`config.mk`:
```
export PLATFORM = sky130hd
export DESIGN_NAME = regfile_wb_arbiter_flat
export DESIGN_NICKNAME = d
export VERILOG_FILES = /design/src/rtl/regfile_wb_arbiter_pkg.sv /design/src/rtl/regfile_wb_arbiter_if.sv /design/src/rtl/regfile_wb_arbiter_rr_arbiter.sv /design/src/rtl/regfile_wb_arbiter.sv /design/src/flat_wrapper.sv
export SDC_FILE = /design/constraint.sdc
export NUM_CORES = 1
export LEC_CHECK = 0
export ABC_AREA = 1
export BUFFER_PORTS_ARGS = -buffer_cell sky130_fd_sc_hd__buf_2
export CAP_MARGIN = 20
export CORE_MARGIN = 3
export CORE_UTILIZATION = 50
export CTS_BUF_LIST = sky130_fd_sc_hd__clkbuf_8
export CTS_CLUSTER_SIZE = 12
export DETAILED_ROUTE_END_ITERATION = 16
export MAX_ROUTING_LAYER = met4
export PLACE_DENSITY = 0.83
export REMOVE_ABC_BUFFERS = 1
export SYNTH_ARGS = -nofsm -noshare
export SYNTH_HDL_FRONTEND = slang
export SYNTH_HIERARCHICAL = 1
export SYNTH_SLANG_ARGS = --single-unit
export TNS_END_PERCENT = 10
```
`constraint.sdc`:
```
create_clock -name clock -period 2.95 [get_ports clock]
set_input_delay 0.59 -clock clock [delete_from_list [all_inputs] [get_ports clock]]
set_output_delay 0.59 -clock clock [all_outputs]
set_load 0.005 [all_outputs]
```
`src/rtl/regfile_wb_arbiter_pkg.sv`:
```
// Shared definitions for the register-file write-back path: widths, requester
// slot assignments and the write-back request record.
package wb_pkg;

    localparam int XLEN       = 32;
    localparam int REG_ADDR_W = 5;
    localparam int NUM_REGS   = 32;

    // Fixed requester slots on the write-back arbiter.
    localparam int REQ_ALU = 0;
    localparam int REQ_LSU = 1;
    localparam int REQ_CSR = 2;

    typedef struct packed {
        logic [REG_ADDR_W-1:0] rd;
        logic [XLEN-1:0]       data;
    } wb_req_t;

endpackage : wb_pkg

```
`src/rtl/regfile_wb_arbiter_if.sv`:
```
// Write-back bus: packed requester handshake on one side, the register file
// write port on the other. Requesters drive the master side.
interface regfile_wb_arbiter_if #(
    parameter int N_REQ      = 3,
    parameter int XLEN       = wb_pkg::XLEN,
    parameter int REG_ADDR_W = wb_pkg::REG_ADDR_W
);

    logic [N_REQ-1:0]            req_valid;
    logic [N_REQ-1:0]            req_ready;
    logic [N_REQ*REG_ADDR_W-1:0] req_rd;
    logic [N_REQ*XLEN-1:0]       req_data;

    logic                        rf_wr_en;
    logic [REG_ADDR_W-1:0]       rf_write_select;
    logic [XLEN-1:0]             rf_data_in;

    modport master (
        output req_valid, req_rd, req_data,
        input  req_ready, rf_wr_en, rf_write_select, rf_data_in
    );

    modport slave (
        input  req_valid, req_rd, req_data,
        output req_ready, rf_wr_en, rf_write_select, rf_data_in
    );

endinterface : regfile_wb_arbiter_if

```
`src/rtl/regfile_wb_arbiter_rr_arbiter.sv`:
```
// Round-robin arbiter: combinational one-hot grant searching from the pointer,
// pointer advances past the winner on every grant.
module rr_arbiter #(
    parameter int N     = 3,
    parameter int IDX_W = (N > 1) ? $clog2(N) : 1
) (
    input  logic             clock,
    input  logic             reset_n,
    input  logic [N-1:0]     req,
    output logic [N-1:0]     grant,
    output logic [IDX_W-1:0] grant_idx
);

    logic [IDX_W-1:0] ptr_reg;
    logic [IDX_W-1:0] ptr_next;
    logic [IDX_W-1:0] cand;
    logic             found;

    always_comb begin
        grant     = '0;
        grant_idx = '0;
        found     = 1'b0;
        cand      = '0;
        for (int k = 0; k < N; k++) begin
            cand = IDX_W'((int'(ptr_reg) + k) % N);
            if (!found && req[cand]) begin
                found       = 1'b1;
                grant[cand] = 1'b1;
                grant_idx   = cand;
            end
        end
    end

    always_comb begin
        ptr_next = ptr_reg;
        if (found) begin
            ptr_next = (grant_idx == IDX_W'(N - 1)) ? '0 : grant_idx + 1'b1;
        end
    end

    always_ff @(posedge clock or negedge reset_n) begin
        if (!reset_n) begin
            ptr_reg <= '0;
        end else begin
            ptr_reg <= ptr_next;
        end
    end

endmodule : rr_arbiter

```
`src/rtl/regfile_wb_arbiter.sv`:
```
// Write-back arbiter for the register file's single write port, with a
// registered output stage and a pending-write (RAW hazard) scoreboard.
module regfile_wb_arbiter #(
    parameter int N_REQ      = 3,
    parameter int XLEN       = wb_pkg::XLEN,
    parameter int REG_ADDR_W = wb_pkg::REG_ADDR_W
) (
    input  logic                      clock,
    input  logic                      reset_n,
    regfile_wb_arbiter_if.slave       wb,
    input  logic                      sb_set_valid,
    input  logic [REG_ADDR_W-1:0]     sb_set_rd,
    input  logic                      sb_flush,
    input  logic [REG_ADDR_W-1:0]     q_rs1,
    input  logic [REG_ADDR_W-1:0]     q_rs2,
    output logic                      q_rs1_busy,
    output logic                      q_rs2_busy,
    output logic [2**REG_ADDR_W-1:0]  busy
);

    localparam int NUM_REGS = 2**REG_ADDR_W;
    localparam int IDX_W    = (N_REQ > 1) ? $clog2(N_REQ) : 1;

    logic [N_REQ-1:0]      grant;
    logic [IDX_W-1:0]      grant_idx;
    logic                  handshake;

    logic [REG_ADDR_W-1:0] rd_a   [N_REQ];
    logic [XLEN-1:0]       data_a [N_REQ];
    logic [REG_ADDR_W-1:0] sel_rd;
    logic [XLEN-1:0]       sel_data;

    logic                  wr_en_reg,  wr_en_next;
    logic [REG_ADDR_W-1:0] sel_reg,    sel_next;
    logic [XLEN-1:0]       data_reg,   data_next;

    logic [NUM_REGS-1:0]   busy_vec;

    generate
        for (genvar gi = 0; gi < N_REQ; gi++) begin : g_unpack
            assign rd_a[gi]   = wb.req_rd[REG_ADDR_W*gi +: REG_ADDR_W];
            assign data_a[gi] = wb.req_data[XLEN*gi +: XLEN];
        end
    endgenerate

    rr_arbiter #(
        .N     (N_REQ),
        .IDX_W (IDX_W)
    ) u_arb (
        .clock     (clock),
        .reset_n   (reset_n),
        .req       (wb.req_valid),
        .grant     (grant),
        .grant_idx (grant_idx)
    );

    assign wb.req_ready = grant;
    assign handshake    = |grant;
    assign sel_rd       = rd_a[grant_idx];
    assign sel_data     = data_a[grant_idx];

    // An x0 write still completes the handshake but never reaches the port;
    // select/data only move when a real write is launched.
    always_comb begin
        wr_en_next = handshake && (sel_rd != '0);
        sel_next   = sel_reg;
        data_next  = data_reg;
        if (wr_en_next) begin
            sel_next  = sel_rd;
            data_next = sel_data;
        end
    end

    always_ff @(posedge clock or negedge reset_n) begin
        if (!reset_n) begin
            wr_en_reg <= 1'b0;
            sel_reg   <= '0;
            data_reg  <= '0;
        end else begin
            wr_en_reg <= wr_en_next;
            sel_reg   <= sel_next;
            data_reg  <= data_next;
        end
    end

    assign wb.rf_wr_en        = wr_en_reg;
    assign wb.rf_write_select = sel_reg;
    assign wb.rf_data_in      = data_reg;

    // Scoreboard bit per register: set beats commit-clear and flush.
    assign busy_vec[0] = 1'b0;

    generate
        for (genvar gi = 1; gi < NUM_REGS; gi++) begin : g_sb
            logic bit_reg;
            logic clr_hit;
            logic set_hit;

            assign clr_hit = wr_en_reg && (sel_reg == REG_ADDR_W'(gi));
            assign set_hit = sb_set_valid && (sb_set_rd == REG_ADDR_W'(gi));

            always_ff @(posedge clock or negedge reset_n) begin
                if (!reset_n) begin
                    bit_reg <= 1'b0;
                end else begin
                    bit_reg <= set_hit | (bit_reg & ~clr_hit & ~sb_flush);
                end
            end

            assign busy_vec[gi] = bit_reg;
        end
    endgenerate

    assign busy       = busy_vec;
    assign q_rs1_busy = busy_vec[q_rs1];
    assign q_rs2_busy = busy_vec[q_rs2];

endmodule : regfile_wb_arbiter

```
`src/flat_wrapper.sv`:
```
// flat-port wrapper written by rule: the top's interface ports become plain ports
module regfile_wb_arbiter_flat 
#(
    parameter int N_REQ      = 3,
    parameter int XLEN       = wb_pkg::XLEN,
    parameter int REG_ADDR_W = wb_pkg::REG_ADDR_W
)
  (clock, reset_n, sb_set_valid, sb_set_rd, sb_flush, q_rs1, q_rs2, q_rs1_busy, q_rs2_busy, busy, wb_req_valid, wb_req_rd, wb_req_data, wb_req_ready, wb_rf_wr_en, wb_rf_write_select, wb_rf_data_in);
  regfile_wb_arbiter_if #(.N_REQ(N_REQ), .XLEN(XLEN), .REG_ADDR_W(REG_ADDR_W)) wb_i ();
  input  logic clock;
  input  logic reset_n;
  input  logic sb_set_valid;
  input  logic [REG_ADDR_W-1:0] sb_set_rd;
  input  logic sb_flush;
  input  logic [REG_ADDR_W-1:0] q_rs1;
  input  logic [REG_ADDR_W-1:0] q_rs2;
  output logic q_rs1_busy;
  output logic q_rs2_busy;
  output logic [2**REG_ADDR_W-1:0] busy;
  input wire logic [$bits(wb_i.req_valid)-1:0] wb_req_valid;
  input wire logic [$bits(wb_i.req_rd)-1:0] wb_req_rd;
  input wire logic [$bits(wb_i.req_data)-1:0] wb_req_data;
  output wire logic [$bits(wb_i.req_ready)-1:0] wb_req_ready;
  output wire logic [$bits(wb_i.rf_wr_en)-1:0] wb_rf_wr_en;
  output wire logic [$bits(wb_i.rf_write_select)-1:0] wb_rf_write_select;
  output wire logic [$bits(wb_i.rf_data_in)-1:0] wb_rf_data_in;
  assign wb_i.req_valid = wb_req_valid;
  assign wb_i.req_rd = wb_req_rd;
  assign wb_i.req_data = wb_req_data;
  assign wb_req_ready = wb_i.req_ready;
  assign wb_rf_wr_en = wb_i.rf_wr_en;
  assign wb_rf_write_select = wb_i.rf_write_select;
  assign wb_rf_data_in = wb_i.rf_data_in;
  regfile_wb_arbiter #(.N_REQ(N_REQ), .XLEN(XLEN), .REG_ADDR_W(REG_ADDR_W)) u_core (.clock(clock), .reset_n(reset_n), .wb(wb_i), .sb_set_valid(sb_set_valid), .sb_set_rd(sb_set_rd), .sb_flush(sb_flush), .q_rs1(q_rs1), .q_rs2(q_rs2), .q_rs1_busy(q_rs1_busy), .q_rs2_busy(q_rs2_busy), .busy(busy));
endmodule
```
==> flow_summary.yaml <==
power_and_ir_drop:
  total_power_uw: 7231
  pwr-share-seq_pct: 21.6
  p_leak_uw: 0.003335
  intPower_uw: 3657
  clkPwrFrac_pct: 13.1
  power.switching_uw: 3574
  peakVddDrop_mv: 0.9739
  p_sw_share_pct: 49.43
  p_comb_share_pct: 65.3
  power.density_nw_per_um2: 1179
yosys:
  synth_mux_area_share_pct: 0
  synth_fa_ha_area_share_pct: 1.005
  synth_xor_xnor_area_share_pct: 0
  synthSimpleGateAreaFrac_pct: 34.90
  yosys_warnings: 6
  synth-seq-area-share_pct: 35.68
  synth_top_family_by_area: "simple AND/OR/NAND/NOR gates"
  synth_compound_area_share_pct: 15.43
  yosysUniqueCellTypes: 27
  ys_ff_latch: 71
  netlist_instances: 766
  synth_area_sq_um: 4980
  synth.avg_cell_area_sq_um: 6.501
sta:
  max_freq_ghz: 0.3695
  setup_violations: 0
  tightest_slew_ps: 601.4
  final_max_slew_viol_count: 0
  hold_violations: 0
  min_period_ps: 2707
  finalCritPeriodShare_pct: 91.75
  clock_skew_ps: 10.62
  max_slew_margin_pct: 59.81
  hold_ws_ps: 184.2
clock_tree:
  cts-root-buf: "clkbuf_8"
  clk_latency_ps: 350
  cts_tree: "yes"
  htree_levels: 3
  holdBufCountCts: 0
  numCtsBuffers: 9
  clkSinkCount: 71
  cts.clk_slew.worst_paths_ps: 80
  cts_buffer_depth: 2
die:
  die_area_sq_um: 11190
  die_w_um: 105.8
  die_height_um: 105.8
  coreArea_sq_um: 9459
  start_util_pct: 52.65
  rows: 35
  ioPinCount: 208
global_routing:
  grt_pass1_vias: 5240
  grt_max_degree: 39
  grt-ovfl-total: 0
  gr-usage-all-layers_pct: 27.98
  antenna_found_initial: 0
  grt_pass1_wl_mm: 24.93
placement:
  place_inst: 1040
  hpwlAfterDp_mm: 11.94
  gp_congestion: 1.039
  portBuffers: 206
worst_setup_path:
  ff2ff_setup_slack_ps: 240
  cp.arrival_ps: 2980
  worstReg2RegEnd: "u_core/wb.rf_write_select[0]$_DFFE_PN0P_"
  r2r-start: "u_core/u_arb/ptr_reg[0]$_DFFE_PN0P_"
  reg2reg_depth: 20
  critical_path_required_ps: 3230
  slowest_stage: "dfrtp_1"
  slowest_delay_ps: 400
  start_kind: "register"
  path_class: "register to register"
  path_common_cell: "nand2_1"
  cp_max_fo: 19
  cp-end-kind: "register"
  crit_chain: "inv_1 -> ha_2 -> inv_2 -> nand2_1 -> nand3_2 -> nand2_2 -> nand2_2 -> clkinv_4 -> nand3_2 -> nand2_2 -> inv_2 -> nand2_1 -> nand3_1 -> nand2_1 -> nor2_1 -> nand3_2 -> nand2_2 -> clkbuf_16 -> nand2_1 -> nand2_1"
drt:
  wl_met1_mm: 6.264
  drc: 0
  dr.pass1.iters: 5
  wire_per_inst_um: 15.14
  wl_met2_mm: 8.053
  drt_iter0_drc: 505
  top_layer: "met4"
  via_per_inst: 5.453
  wl_mm: 16.01
  num_vias: 5764
  dr_wl_met3_mm: 1.140
  antenna_left: 0
final_layout:
  fillers: 901
  layout-drive-gt1-share_pct: 27.69
  multiInputGateArea_sq_um: 2570
  seq_area_sq_um: 1777
  final_nets: 1060
  largest_reg_flops: 32
  n_antenna_cell: 0
  finalNonFillerCells: 1057
  syn2layout_area_growth_pct: 23.19
run:
  cap_viol_max_count: 0
hold_path:
  hold_path.class: "primary input to async pin"
outcome:
  outcome: "completed"
-- critical path: cells and delay by family, from the launching register on --
kind | cells | cell delay, ps
adder cells (fa/ha/maj) | 1 | 320
buffers and inverters | 5 | 660
flip-flops | 1 | 400
AND/OR/NAND/NOR | 14 | 1270
-- metrics by stage --
step / area, sq um / setup TNS, ps / setup WS [ps] / utilization (%)
finish: 6135 / 0 / 243.3 / 64.85
global route: 6135 / -341.5 / -36.66 / 64.85
CTS: 6096 / 0 / 160.9 / 64.44
detailed placement: 5851 / 0 / 165.5 / 61.85
global placement: 5851 / 0 / 265.9 / 61.85
floorplan: 4563 / -38850 / -1026 / -
-- per-layer routing --
layer / GRT usage [%] / vias up
met2: 47.27 / 314
met1: 34.09 / 2625
met4: 12.03 / 0
met5: - / -
li1: - / 2788
met3: 3.001 / 37
-- cell type report --
type	instances	area share [%]
multi-input combinational	564	41.89
sequential	71	28.96
timing repair buffer	218	18.83
inverter	59	3.692
tap	129	2.631
clock buffer	10	2.244
clock inverter	6	1.754
-- layout by cell type, fill, tap and decap left out, drive strengths merged, types with 2 or more instances in the layout --
cell type  instances
nor2              53
clkinv             2
o211ai             6
nand2            264
clkbuf            11
ha                 4
bufinv             3
o21ai            100
o22ai             30
nand3            100
dfrtp             71
inv               60
buf              217
-- timing repair --
| item | 4_1_cts | 5_1_grt |
|---|---|---|
| resized for setup | 0 | 4 |
| endpoints found under the setup margin | 0 | 36 |
| buffers inserted | 0 | 0 |
-- cell families (layout without fill, tap and decap cells) --
kind of cell | count (synthesis) | after routing
flops | 71 | 71
simple gates | 419 | 419
buf+inv | 131 | 293
other cells | 1 | 1
compound gates | 140 | 140
fa+ha+maj | 4 | 4
-- power groups by stage --
stage	Clock [uW]	Sequential (uW)	Combinational, uW
after floorplan	0	1560	2900
after global placement	0	1560	4390
after detailed placement	0	1570	4500
after CTS	955	1560	4490
after global routing	1000	1600	5320
final	948	1560	4720
-- cells in the mapped netlist --
library cell    n  share of area, %
nor2_2          1              0.13
o221ai_1        1              0.18
clkbuf_1       31               2.3
conb_1          1             0.075
o211ai_1        6              0.90
nand2_2         5              0.63
nand2_1       259                20
o21ai_0        88               8.8
clkinv_4        1              0.18
buf_2           3              0.30
buf_4          34               5.1
o21bai_2        1              0.23
a31oi_1         1              0.13
inv_1          49               3.7
inv_2           9              0.68
or3_1           1              0.13
nand3_1        96               9.6
dfrtp_1        71                36
buf_1           2              0.15
buf_6           2              0.45
nand4_1         1              0.13
ha_1            4               1.0
nand3_2         4              0.80
o21ai_1        12               1.2
o22ai_1        30               3.8
nor2_1         52               3.9
a21oi_2         1              0.18
-- worst max-delay path by stage --
| stage | startpoint | cells after the start | to | slack, ps |
|---|---|---|---|---|
| global route | u_core/u_arb/ptr_reg[0]$_DFFE_PN0P_ | 20 | u_core/wb.rf_write_select[0]$_DFFE_PN0P_ | -40 |
| global placement | u_core/u_arb/ptr_reg[0]$_DFFE_PN0P_ | 18 | u_core/wb.rf_data_in[24]$_DFFE_PN0P_ | 270 |
| floorplan | u_core/u_arb/ptr_reg[0]$_DFFE_PN0P_ | 18 | u_core/wb.rf_data_in[0]$_DFFE_PN0P_ | -1030 |
| finish | u_core/u_arb/ptr_reg[0]$_DFFE_PN0P_ | 20 | u_core/wb.rf_write_select[0]$_DFFE_PN0P_ | 240 |
| CTS | u_core/u_arb/ptr_reg[0]$_DFFE_PN0P_ | 18 | u_core/wb.rf_data_in[16]$_DFFE_PN0P_ | 160 |
| detailed placement | u_core/u_arb/ptr_reg[0]$_DFFE_PN0P_ | 18 | u_core/wb.rf_data_in[16]$_DFFE_PN0P_ | 170 |
(Power assumes the default switching activity.)
